## src/rtl/sdram_arbiter.sv

```systemverilog
// Arbitrates SDRAM command access among the init sequencer, auto-refresh, write and read requesters.
// Refresh has top priority; write/read either alternate (RW_FAIR=1) or write always wins (RW_FAIR=0).
module sdram_arbiter #(
  parameter logic [3:0] NOP_CMD = 4'b0111,
  parameter bit         RW_FAIR = 1'b1
) (
  input  logic        sys_clk,
  input  logic        sys_rst_n,
  input  logic        init_done,
  input  logic [3:0]  init_cmd,
  input  logic [1:0]  init_ba,
  input  logic [11:0] init_addr,
  input  logic        aref_req,
  input  logic        aref_end,
  input  logic [3:0]  aref_cmd,
  input  logic [1:0]  aref_ba,
  input  logic [11:0] aref_addr,
  input  logic        wr_req,
  input  logic        wr_end,
  input  logic [3:0]  wr_cmd,
  input  logic [1:0]  wr_ba,
  input  logic [11:0] wr_addr,
  input  logic        rd_req,
  input  logic        rd_end,
  input  logic [3:0]  rd_cmd,
  input  logic [1:0]  rd_ba,
  input  logic [11:0] rd_addr,
  output logic        aref_en,
  output logic        wr_en,
  output logic        rd_en,
  output logic        sdram_cke,
  output logic        sdram_cs_n,
  output logic        sdram_ras_n,
  output logic        sdram_cas_n,
  output logic        sdram_we_n,
  output logic [1:0]  sdram_ba,
  output logic [11:0] sdram_addr
);

  typedef enum logic [2:0] {
    IDLE  = 3'd0,
    ARBIT = 3'd1,
    AREF  = 3'd2,
    WRITE = 3'd3,
    READ  = 3'd4
  } state_t;

  state_t state_reg, state_next;
  logic   last_wr_reg;  // 1: last read/write grant was a write
  logic   wr_wins;
  logic [3:0] cmd;

  always_ff @(posedge sys_clk or negedge sys_rst_n) begin
    if (!sys_rst_n) begin
      state_reg   <= IDLE;
      last_wr_reg <= 1'b0;
    end else begin
      state_reg <= state_next;
      if (state_reg == ARBIT && state_next == WRITE)
        last_wr_reg <= 1'b1;
      else if (state_reg == ARBIT && state_next == READ)
        last_wr_reg <= 1'b0;
    end
  end

  // Tie-break between simultaneous write and read requests.
  assign wr_wins = RW_FAIR ? !last_wr_reg : 1'b1;

  always_comb begin
    state_next = state_reg;
    case (state_reg)
      IDLE:  if (init_done) state_next = ARBIT;
      ARBIT: begin
        if (aref_req)                  state_next = AREF;
        else if (wr_req && rd_req)     state_next = wr_wins ? WRITE : READ;
        else if (wr_req)               state_next = WRITE;
        else if (rd_req)               state_next = READ;
      end
      AREF:  if (aref_end) state_next = ARBIT;
      WRITE: if (wr_end)   state_next = ARBIT;
      READ:  if (rd_end)   state_next = ARBIT;
      default:             state_next = IDLE;
    endcase
  end

  always_comb begin
    aref_en    = 1'b0;
    wr_en      = 1'b0;
    rd_en      = 1'b0;
    cmd        = NOP_CMD;
    sdram_ba   = 2'b11;
    sdram_addr = 12'hFFF;
    case (state_reg)
      IDLE: begin
        cmd        = init_cmd;
        sdram_ba   = init_ba;
        sdram_addr = init_addr;
      end
      AREF: begin
        aref_en    = 1'b1;
        cmd        = aref_cmd;
        sdram_ba   = aref_ba;
        sdram_addr = aref_addr;
      end
      WRITE: begin
        wr_en      = 1'b1;
        cmd        = wr_cmd;
        sdram_ba   = wr_ba;
        sdram_addr = wr_addr;
      end
      READ: begin
        rd_en      = 1'b1;
        cmd        = rd_cmd;
        sdram_ba   = rd_ba;
        sdram_addr = rd_addr;
      end
      default: ;
    endcase
  end

  assign sdram_cke = 1'b1;
  assign {sdram_cs_n, sdram_ras_n, sdram_cas_n, sdram_we_n} = cmd;

endmodule
```

## config.mk

```make
export PLATFORM = sky130hd
export DESIGN_NAME = sdram_arbiter
export DESIGN_NICKNAME = d
export VERILOG_FILES = /design/src/rtl/sdram_arbiter.sv
export SDC_FILE = /design/constraint.sdc
export NUM_CORES = 1
export LEC_CHECK = 0
export ABC_AREA = 1
export CAP_MARGIN = 5
export CORE_AREA = 4 4 59 61
export CTS_BUF_LIST = sky130_fd_sc_hd__clkbuf_8 sky130_fd_sc_hd__clkbuf_16
export DETAILED_ROUTE_END_ITERATION = 6
export DIE_AREA = 0 0 63 65
export PLACE_DENSITY = 0.85
export RECOVER_POWER = 50
export SLEW_MARGIN = 20
export SYNTH_ARGS = -nofsm -noshare
export SYNTH_HDL_FRONTEND = slang
export SYNTH_SLANG_ARGS = --single-unit
```

## constraint.sdc

```tcl
create_clock -name sys_clk -period 2.5 [get_ports sys_clk]
set_input_delay 0.5 -clock sys_clk [delete_from_list [all_inputs] [get_ports sys_clk]]
set_output_delay 0.5 -clock sys_clk [all_outputs]
set_load 0.05 [all_outputs]
```

==> flow_summary.yaml, run 1 <==
status:
  status: "complete, no violations"
logic_synthesis:
  ys_types: 20
  synth_nets: 234
  syn_avg_cell_area_um2: 5.25
  ys.warnings.count: 0
  syn_area_um2: 803
  syn_inst: 153
  synth_seq_area_share: 0.125
  postSynthRegisterBits: 4
global_route:
  grt_start_max_net_pins: 22
  grt_pass1_vias: 1430
  grt_pass1_wl_mm: 6.53
  grt-ovfl-total: 0
  antenna_found_initial: 0
  grt_use_total: 0.199
timing:
  tightest_slew_ps: 582
  fin_crit_sh: 0.934
  skew_ps: 0.374
  finalHoldViolCount: 0
  rsz0062_at_grt: "false"
  fin_tns_setup_ps: 0
  period_minus_slack_ps: 2330
  setup_viol: 0
  slew_headroom: 0.612
  fmax_mhz: 428
  drv_slew: 0
power_and_ir_drop:
  combPwrFrac: 0.921
  clkPwrFrac: 0.041
  p_sw_w: 0.00172
  total_power_w: 0.00320
  p_int_w: 0.00149
  power_density_mw_per_mm2: 1540
  p_sw_frac: 0.536
  leakage_nw: 0.874
  irDropWorstVdd_mv: 0.833
  power_frac_seq: 0.038
setup_path:
  arrival_ps: 1830
  r2r_slack_ps: 1070
  path_class: "flop to output pin"
  cp-end-kind: "output pin"
  cp_max_fo: 21
  r2r_cells: 7
  reg2reg_to: "last_wr_reg"
  cp_slowest_cell: "dfrtp_1"
  cp.buffers_inverters: 3
  cp-startpoint: "state_reg[1]"
  slowest_delay_ps: 420
  cp_num_cells: 7
  required_ps: 2000
  cp-endpoint: "sdram_addr[3]"
  cp-start-kind: "flop"
  crit_top_cell: "nand2_1"
  r2r_start: "state_reg[2]"
  cp_cell_sequence: "nor2_2 -> buf_4 -> nand2_1 -> inv_6 -> nand2_1 -> nand4_1 -> buf_12"
  path_delay_family: "buffers and inverters"
floorplan:
  pin_count: 103
  die_area_mm2: 0.00410
  die_w_um: 63
  core_mm2: 0.00298
  core.rowCount: 20
  initial_core_util: 0.270
  dieHeight_um: 65
clocking:
  clk_path_buf_depth: 2
  clkSinkCount: 4
  root_buffer: "clkbuf_8"
  clk_pin_slew_ps: 30
  numCtsBuffers: 3
  cts_tree: "done"
  cts_max_level: 1
  insertion_delay_ps: 210
  postCtsSetupBuffers: 0
routing:
  drtPass1Iterations: 4
  drt-vias-per-instance: 4.99
  num_vias: 1421
  routed_wl_mm: 4.18
  ant_nets: 0
  first_iter_violations: 52
  drcViolationCount: 0
  wl_per_cell_um: 14.7
cells_and_area:
  drive_gt1_frac: 0.147
  antennaDiodeCount: 0
  largest_reg_flops: 3
  final_cell_mix: "clkdlybuf4s50_1, nand2_1, nand3_1"
  fill_cells: 251
  nNetsFinal: 335
  layout_commonest_cell: "clkdlybuf4s50_1"
  syn_to_final_growth_pct: 158
place:
  io_buffer_count: 101
  place_congestion: 0.783
  hpwl_mm: 3.40
hold_path:
  hold_class: "primary input to async pin"
flow_run:
  maxCapViolCount: 0
[cell usage after synthesis, drive strengths merged]
master,instances,share of area
nand2,55,0.26
nand3,27,0.17
a21oi,20,0.12
nand4,12,0.093
buf,10,0.079
inv,9,0.042
nor2,7,0.039
dfrtp,4,0.12
or2,2,0.016
clkinv,1,0.0062
conb,1,0.0047
nand3b,1,0.0093
o21ai,1,0.0062
o21bai,1,0.0093
o221ai,1,0.011
o31ai,1,0.0093
[routing by layer]
| layer | track usage | share of wire | vias to the layer above |
|---|---|---|---|
| met1 | 0.211 | 0.37 | 629 |
| met2 | 0.382 | 0.52 | 71 |
| met5 | 0 | 0 | - |
| met3 | 0.0537 | 0.094 | 4 |
| met4 | 0.0551 | 0.011 | 0 |
| li1 | - | - | 717 |
[area by class of cell]
cell class	instances	area [µm²]	share of cell area
Clock buffer	3	41.3	0.0199
Inverter	10	42.5	0.0205
Multi-Input combinational cell	129	603	0.291
Sequential cell	4	100	0.0483
Tap cell	33	41.3	0.0199
Timing Repair Buffer	106	1250	0.601
[what timing repair did]
action | CTS | global route
resized for setup | 0 | 4
hold buffers | 0 | 0
setup endpoints to repair | 0 | 18
[worst min path at each step]
stage	slack, ps	cells past startpoint	end
CTS	490	1	state_reg[1]
global route	570	1	last_wr_reg
global placement	550	2	last_wr_reg
detailed placement	550	2	last_wr_reg
floorplan	200	0	last_wr_reg
finish	560	1	state_reg[1]
[logic make-up (layout without fill, tap and decap cells)]
group | after synthesis | count (layout) | share of synthesized area
buf+inv | 20 | 119 | 0.128
other cells | 1 | 1 | 0.00467
flops | 4 | 4 | 0.125
simple gates | 104 | 104 | 0.583
compound gates | 24 | 24 | 0.160
[per-stage QoR]
| step | setup WS (ps) | cells | hold WS [ps] | utilization | cell area [µm²] |
|---|---|---|---|---|---|
| finish | 166 | 285 | 556 | 0.697 | 2070 |
| CTS | 48.7 | 285 | 486 | 0.695 | 2070 |
| floorplan | 484 | 153 | 204 | - | 803 |
| global placement | 312 | 282 | 548 | 0.681 | 2030 |
| global route | 12.4 | 285 | 571 | 0.697 | 2070 |
| detailed placement | 281 | 282 | 554 | 0.681 | 2030 |
[power by group through the flow]
stage	sequential, W	combinational (W)	clock (W)
floorplan	0.000115	0.00155	0
global placement	0.000119	0.00293	0
detailed placement	0.000122	0.00296	0
CTS	0.000121	0.00297	0.000138
global route	0.000127	0.00309	0.000143
finish	0.000121	0.00295	0.000132
(Power assumes the default switching activity.)
==> run 2: changes to the inputs <==
Settings changed: ABC_CLOCK_PERIOD_IN_PS from default to 2500.
==> results of run 2 <==
No change in the layout: final DEF, timing and power equal those of run 1.
